<file path="src/rtl/if_fetch_ctrl.sv">
// if_fetch_ctrl: instruction fetch controller.
// It holds a word-address PC into an instruction memory of IM_DEPTH words.
// The memory answers combinationally, and each instruction is handed to
// decode through a registered valid/ready stage.
// A fetched HALT_WORD stops fetch until a branch redirect arrives.
// Optional feature: define IF_PERF_CNT_EN to add the fetch_cnt output.
// That output is a saturating count of instructions accepted by decode.
module if_fetch_ctrl #(
    parameter int unsigned IM_DEPTH  = 128,
    parameter logic [31:0] HALT_WORD = 32'hFFFFFFFF
) (
    input  logic        IFclk,
    input  logic        IFrst_n,
    input  logic        start,
    output logic [31:0] inst_addr,
    input  logic [31:0] inst,
    output logic [31:0] id_inst,
    output logic [31:0] id_pc,
    output logic        id_valid,
    input  logic        id_ready,
    input  logic        br_taken,
    input  logic [31:0] br_target,
    output logic        halted
`ifdef IF_PERF_CNT_EN
    ,
    output logic [31:0] fetch_cnt
`endif
);

    localparam logic [31:0] DEPTH = 32'(IM_DEPTH);

    typedef enum logic [1:0] {
        S_IDLE,
        S_RUN,
        S_HALT
    } state_e;

    state_e      state_q;
    logic [31:0] pc_q;
    logic [31:0] id_inst_q;
    logic [31:0] id_pc_q;
    logic        id_valid_q;
    logic        halted_q;

    logic        advance_d;
    logic [31:0] pc_inc_d;
    logic [31:0] br_pc_d;

    // Next-PC candidates and the pipeline advance condition
    always_comb begin
        advance_d = !id_valid_q || id_ready;
        pc_inc_d  = (pc_q == DEPTH - 32'd1) ? '0 : pc_q + 32'd1;
        br_pc_d   = br_target % DEPTH;
    end

    // Fetch FSM with registered PC, decode-stage outputs and halt flag
    always_ff @(posedge IFclk or negedge IFrst_n) begin
        if (!IFrst_n) begin
            state_q    <= S_IDLE;
            pc_q       <= '0;
            id_inst_q  <= '0;
            id_pc_q    <= '0;
            id_valid_q <= 1'b0;
            halted_q   <= 1'b0;
        end else begin
            case (state_q)
                S_IDLE: begin
                    if (start) begin
                        state_q <= S_RUN;
                    end
                end
                S_RUN: begin
                    // A redirect takes priority over stall, advance and halt detection
                    if (br_taken) begin
                        pc_q       <= br_pc_d;
                        id_valid_q <= 1'b0;
                    end else if (advance_d) begin
                        if (inst == HALT_WORD) begin
                            id_valid_q <= 1'b0;
                            halted_q   <= 1'b1;
                            state_q    <= S_HALT;
                        end else begin
                            id_inst_q  <= inst;
                            id_pc_q    <= pc_q;
                            id_valid_q <= 1'b1;
                            pc_q       <= pc_inc_d;
                        end
                    end
                end
                S_HALT: begin
                    if (br_taken) begin
                        pc_q       <= br_pc_d;
                        id_valid_q <= 1'b0;
                        halted_q   <= 1'b0;
                        state_q    <= S_RUN;
                    end
                end
                default: begin
                    state_q <= S_IDLE;
                end
            endcase
        end
    end

`ifdef IF_PERF_CNT_EN
    logic [31:0] fetch_cnt_q;

    // Saturating count of instructions handed to decode
    always_ff @(posedge IFclk or negedge IFrst_n) begin
        if (!IFrst_n) begin
            fetch_cnt_q <= '0;
        end else if (id_valid_q && id_ready && (fetch_cnt_q != '1)) begin
            fetch_cnt_q <= fetch_cnt_q + 32'd1;
        end
    end

    assign fetch_cnt = fetch_cnt_q;
`endif

    assign inst_addr = pc_q;
    assign id_inst   = id_inst_q;
    assign id_pc     = id_pc_q;
    assign id_valid  = id_valid_q;
    assign halted    = halted_q;

endmodule
</file>
<file path="config.mk">
export PLATFORM = sky130hd
export DESIGN_NAME = if_fetch_ctrl
export DESIGN_NICKNAME = d
export VERILOG_FILES = /design/src/rtl/if_fetch_ctrl.sv
export SDC_FILE = /design/constraint.sdc
export NUM_CORES = 1
export LEC_CHECK = 0
export CORE_UTILIZATION = 30
export CTS_CLUSTER_SIZE = 25
export DETAILED_ROUTE_END_ITERATION = 16
export GPL_ROUTABILITY_DRIVEN = 0
export PLACE_DENSITY_LB_ADDON = 0.25
export REMOVE_ABC_BUFFERS = 1
export SLEW_MARGIN = 20
export SYNTH_ARGS = -nofsm -noshare
export SYNTH_HDL_FRONTEND = slang
export SYNTH_SLANG_ARGS = --single-unit
</file>
<file path="constraint.sdc">
create_clock -name IFclk -period 5.6 [get_ports IFclk]
set_clock_uncertainty 0.05 [all_clocks]
set_input_delay 0.84 -clock IFclk [delete_from_list [all_inputs] [get_ports IFclk]]
set_output_delay 0.84 -clock IFclk [all_outputs]
set_load 0.01 [all_outputs]
</file>
# --- Yosys cells after proc, flatten, opt, wreduce, memory -nomap -nowiden ---
# Cells that the tools add are included.
# W data, S select, Z words.
totals:
  latchBits: 0
  mem_count: 0
  ramBits: 0
  regBits: 100
  romBits: 0
op_classes:
  bitwise: 2
  n_div: 0
  muxes: 21
  n_addsub: 1
  eq_ne: 11
  shift: 0
  multipliers: 0
  n_reduce_logical: 9
  magnitude_cmp: 0
ops:
  columns: ["operator", "n"]
  rows:
  - ["$mux W32", 5]
  - ["$pmux W32 S2", 1]
  - ["$add A32 B1 Y32 const B", 1]
  - ["$eq A32 B32 Y1 const B", 1]
  - ["$eq A32 B7 Y1 const B", 1]
  - ["$mux W2", 5]
  - ["$ne A2 B2 Y1 const B", 5]
  - ["$reduce_and A5 Y1", 2]
  - ["$reduce_and A4 Y1", 2]
  - ["$mux W1", 7]
  - ["$ne A3 B3 Y1 const B", 2]
  - ["$pmux W2 S3", 1]
  - ["$pmux W1 S2", 2]
  - ["$reduce_and A3 Y1", 1]
  - ["$eq A2 B1 Y1 const B", 1]
  - ["$eq A2 B2 Y1 const B", 1]
  - ["$logic_not A2 Y1", 1]
  - ["$not A1 Y1", 2]
  - ["$reduce_bool A2 Y1", 1]
  - ["$logic_not A1 Y1", 1]
  - ["$logic_or A1 B1 Y1", 1]

# --- Logic depth before layout (Yosys ltp) ---
logic_depth:
  ltp_word: 6
  depth_mapped: 9

# --- Worst setup path before layout ---
# OpenSTA, ideal clock, no wires.
synth_path:
  kind: "input to register"
  startpoint: "input inst[15]"
  endpoint: "register pc_q[1] (netlist: inst_addr[1])"
  setup_ns: 0.128
  path_stages: 6
  n_path_buf: 1
  arrival_ns: 2.185
  setup_slack_ns: 3.237
  required_time_ns: 5.422
  cell_sequence: "nand4_1 -> nor4_4 -> a211oi_2 -> or2_1 -> clkbuf_1 -> mux2_1"
synth_between:
  elab_chain_len: 3
synth_rtl:
  columns: ["item", "line", "text"]
  rows:
  - ["from (decl)", "16", "input logic [31:0] inst,"]
  - ["$eq A32 B32 Y1", "78", "if (inst == HALT_WORD) begin"]
  - ["$ne A3 B3 Y1 (no line)", null, null]
  - ["$reduce_and A4 Y1 (no line)", null, null]
  - ["to (signal assigned)", "75", "pc_q <= br_pc_d;"]
  - ["to (signal assigned)", "86", "pc_q <= pc_inc_d;"]
  - ["to (signal assigned)", "92", "pc_q <= br_pc_d;"]
  - ["to (decl)", "39", "logic [31:0] pc_q;"]
# Every way passes these cells.
# A chain may end at the register's enable or synchronous reset.

# --- Worst setup path after layout ---
layout_path:
  startpoint: "input inst[9]"
  endpoint: "register id_inst_q[29] (netlist: id_inst[29])"
layout_between:
  elab_chain_len: 3
layout_rtl:
  columns: ["item", "line", "text"]
  rows:
  - ["$eq A32 B32 Y1", "78", null]
  - ["$not A1 Y1 (no line)", null, null]
  - ["$reduce_and A4 Y1 (no line)", null, null]
  - ["to (signal assigned)", "83", "id_inst_q <= inst;"]
  - ["to (decl)", "40", "logic [31:0] id_inst_q;"]
# Every way passes these cells.

==> impl_metrics.toml <==
[sta]
worst_pin_slew_ns = 0.986
setup_viol = 0
fmax_ghz = 0.293
finalWorstSetupSlack_ns = 2.19
rsz0062_at_grt = "no"
final_max_slew_viol_count = 0
fin_crit_ns = 3.41
tns_ns = 0
fin_crit_sh_pct = 60.9
final_hold_viol_count = 0
max-slew-margin-rel_pct = 34.2

[detailed_routing]
routed_wl_mm = 13.2
drt_first_pass_iters = 4
wl_per_cell_um = 17.0
viasPerCell = 5.17
vias = 4014
drc_errors = 0
final_antenna_net_count = 0
first_iter_violations = 201

[floorplan]
initial_core_util_pct = 30.8
num_rows = 46
ios = 167
die_area_um2 = 16800
core_um2 = 15900
die-height_um = 130
die_w_um = 130

[clock_network]
clock_latency_ns = 0.35
cts.sinks = 100
root_buffer = "clkbuf_16"
tritoncts = "done"
clock_tree.buffer_depth = 2
cts-resized-gates = 0
clk_pin_slew_ns = 0.07
cts_hold_buffers = 0
h-tree-depth = 3
post_cts_buffers = 0
cts_made_buffers = 9

[logic_synthesis]
syn_area_um2 = 4890
async_reset_ff_share_pct = 100
synth_top_area_share_pct = 51.2
yosys.cell_count.top_type = "dfrtp_1"
ys_warn_count = 0
ys_seq_area_share_pct = 51.2
synth_cell_types = 56
syn_avg_cell_area_um2 = 11.6
ys_top_cells_by_count = "dfrtp_1 (100), mux2_2 (58), nand2_1 (25)"
synth_top_flop_cell = "dfrtp_1"
netlist_instances = 422
synth_edf_count = 0
ys_ff_latch = 100
synthTopCellsByArea = "dfrtp_1 (51%), mux2_2 (13%), a31oi_1 (3.1%), nand2_1 (1.9%), mux2_1 (1.8%)"
yosysTopAreaCell = "dfrtp_1"

[pwr]
p_int_mw = 2.02
combPwrFrac_pct = 41.3
power_frac_seq_pct = 34.7
pwr-share-clk_pct = 24.0
leakagePower_nw = 2.81
switching_share_pct = 33.7
switchingPower_mw = 1.03
vdd_drop_max_v = 0.000247
powerDensity_nw_per_um2 = 445

[hold_path]
min-delay-path-class = "reg2reg"

[placement]
hpwl_mm = 9.26
pre_cts_slack_ns = 1.71
port_buffers = 141

[job]
drv_cap = 0

[worst_setup_path]
worst_ep_arrival_time_ns = 3.59
path_class = "in2reg"
cp_max_fo = 49
cp.buffers_inverters = 2
worst_path_max_delay_cell = "nor3_4"
start_kind = "input port"
critical_path.endpoint_type = "flop"
crit_path_cell_trace = "clkdlybuf4s50_1 > nand4_1 > nor4_4 > and2_1 > nor3_4 > buf_4 > mux2_2"
critPathTopFamily = "simple AND/OR/NAND/NOR gates"
max_stage_delay_ns = 0.71
cp.required_ns = 5.79

[grt]
grt_pass1_vias = 3906
antenna_found_initial = 0
grt_max_degree = 56
gr-usage-all-layers_pct = 16.5
grt.overflow.total = 0
grt_pass1_wl_mm = 21.1

[outcome]
status = "finished clean"

[layout]
n_antenna_cell = 0
fin_nets = 628
syn_to_final_growth_pct = 39.9
drive_above_1_share_pct = 17.0
[cell families (layout without fill, tap and decap cells)]
kind of cell | count (synthesis) | after routing | synth area share, %
AOI/OAI and AO/OA | 87 | 87 | 13.6
adders and majority gates | 4 | 4 | 1.02
buffers and inverters | 38 | 176 | 3.56
DFF | 100 | 100 | 51.2
muxes | 67 | 67 | 15.4
and+or+nand+nor | 126 | 126 | 15.2
[worst register-to-register path, delay by kind of cell (launching register included)]
family	cells	cell delay (ns)
AO/OA/AOI/OAI	1	0.65
adder cells (fa/ha/maj)	1	0.31
buffers and inverters	1	0.09
flip-flops	1	0.41
multiplexers	1	0.42
AND/OR/NAND/NOR	2	0.99
[registers in the layout, indices dropped and copies added (netlist names)]
| signal | cells |
|---|---|
| state_q | 2 |
| id_inst | 32 |
| inst_addr | 32 |
| halted | 1 |
| id_valid | 1 |
| id_pc | 32 |
[power groups by stage]
stage | Clock [mW] | Sequential, mW | Combinational, mW
2_1_floorplan | 0 | 1.13 | 0.567
3_3_place_gp | 0 | 1.06 | 1.23
3_5_place_dp | 0 | 1.07 | 1.26
4_1_cts | 0.757 | 1.06 | 1.26
5_1_grt | 0.781 | 1.09 | 1.36
6_report | 0.732 | 1.06 | 1.26
[layer usage]
layer	part of all wire, %	wire length (µm)	up-vias	global-route usage, %
met5	0	0	-	0
met4	1.5	195	0	6.43
met3	8.4	1100	13	5.24
met2	47	6230	156	27.0
met1	43	5640	1965	20.3
li1	-	-	1880	-
[layout make-up]
cell class	instances	area, µm²
well taps	216	270
fillers	1536	9040
flip-flops and latches	100	2500
clock buffers	12	256
clock inverters	4	95.1
multi-input cells	284	2220
repair buffers	145	1440
inverters	15	56.3
[stage by stage]
step                utilization, %  hold WS, ns  power [mW]  instance area (µm²)  cells
global placement              40.8        0.418        2.29                 6480    760
detailed placement            40.8        0.428        2.33                 6480    760
floorplan                        -        0.450        1.70                 4770    399
finish                        43.1        0.438        3.05                 6840    776
global route                  43.1        0.459        3.24                 6840    776
CTS                           43.0        0.443        3.08                 6830    776
[cells in the final DEF, fill, tap and decap left out, drive strengths merged, types with 7 or more instances in the layout]
| cell | instances |
|---|---|
| a31oi | 25 |
| a41oi | 8 |
| and3 | 7 |
| clkbuf | 12 |
| clkdlybuf4s50 | 140 |
| dfrtp | 100 |
| inv | 15 |
| mux2 | 66 |
| nand2 | 25 |
| nand2b | 9 |
| nand3 | 14 |
| nand4 | 15 |
| nor2 | 14 |
| nor3 | 8 |
| nor4 | 12 |
| o21ai | 11 |
| o22ai | 8 |
[worst paths after layout]
check / endpoint / startpoint / slack, ns / depth (start not counted)
max in group asynchronous: id_inst[2] / IFrst_n / 3.92 / 2
hold reg to reg: id_pc[18] / id_pc[18] / 0.44 / 1
setup reg to reg: inst_addr[0] / state_q[0] / 2.56 / 6
min in group asynchronous: id_pc[26] / IFrst_n / 0.45 / 1
hold / removal: id_pc[18] / id_pc[18] / 0.44 / 1
setup / recovery: id_inst[29] / inst[9] / 2.19 / 7
(Power assumes the default switching activity.)
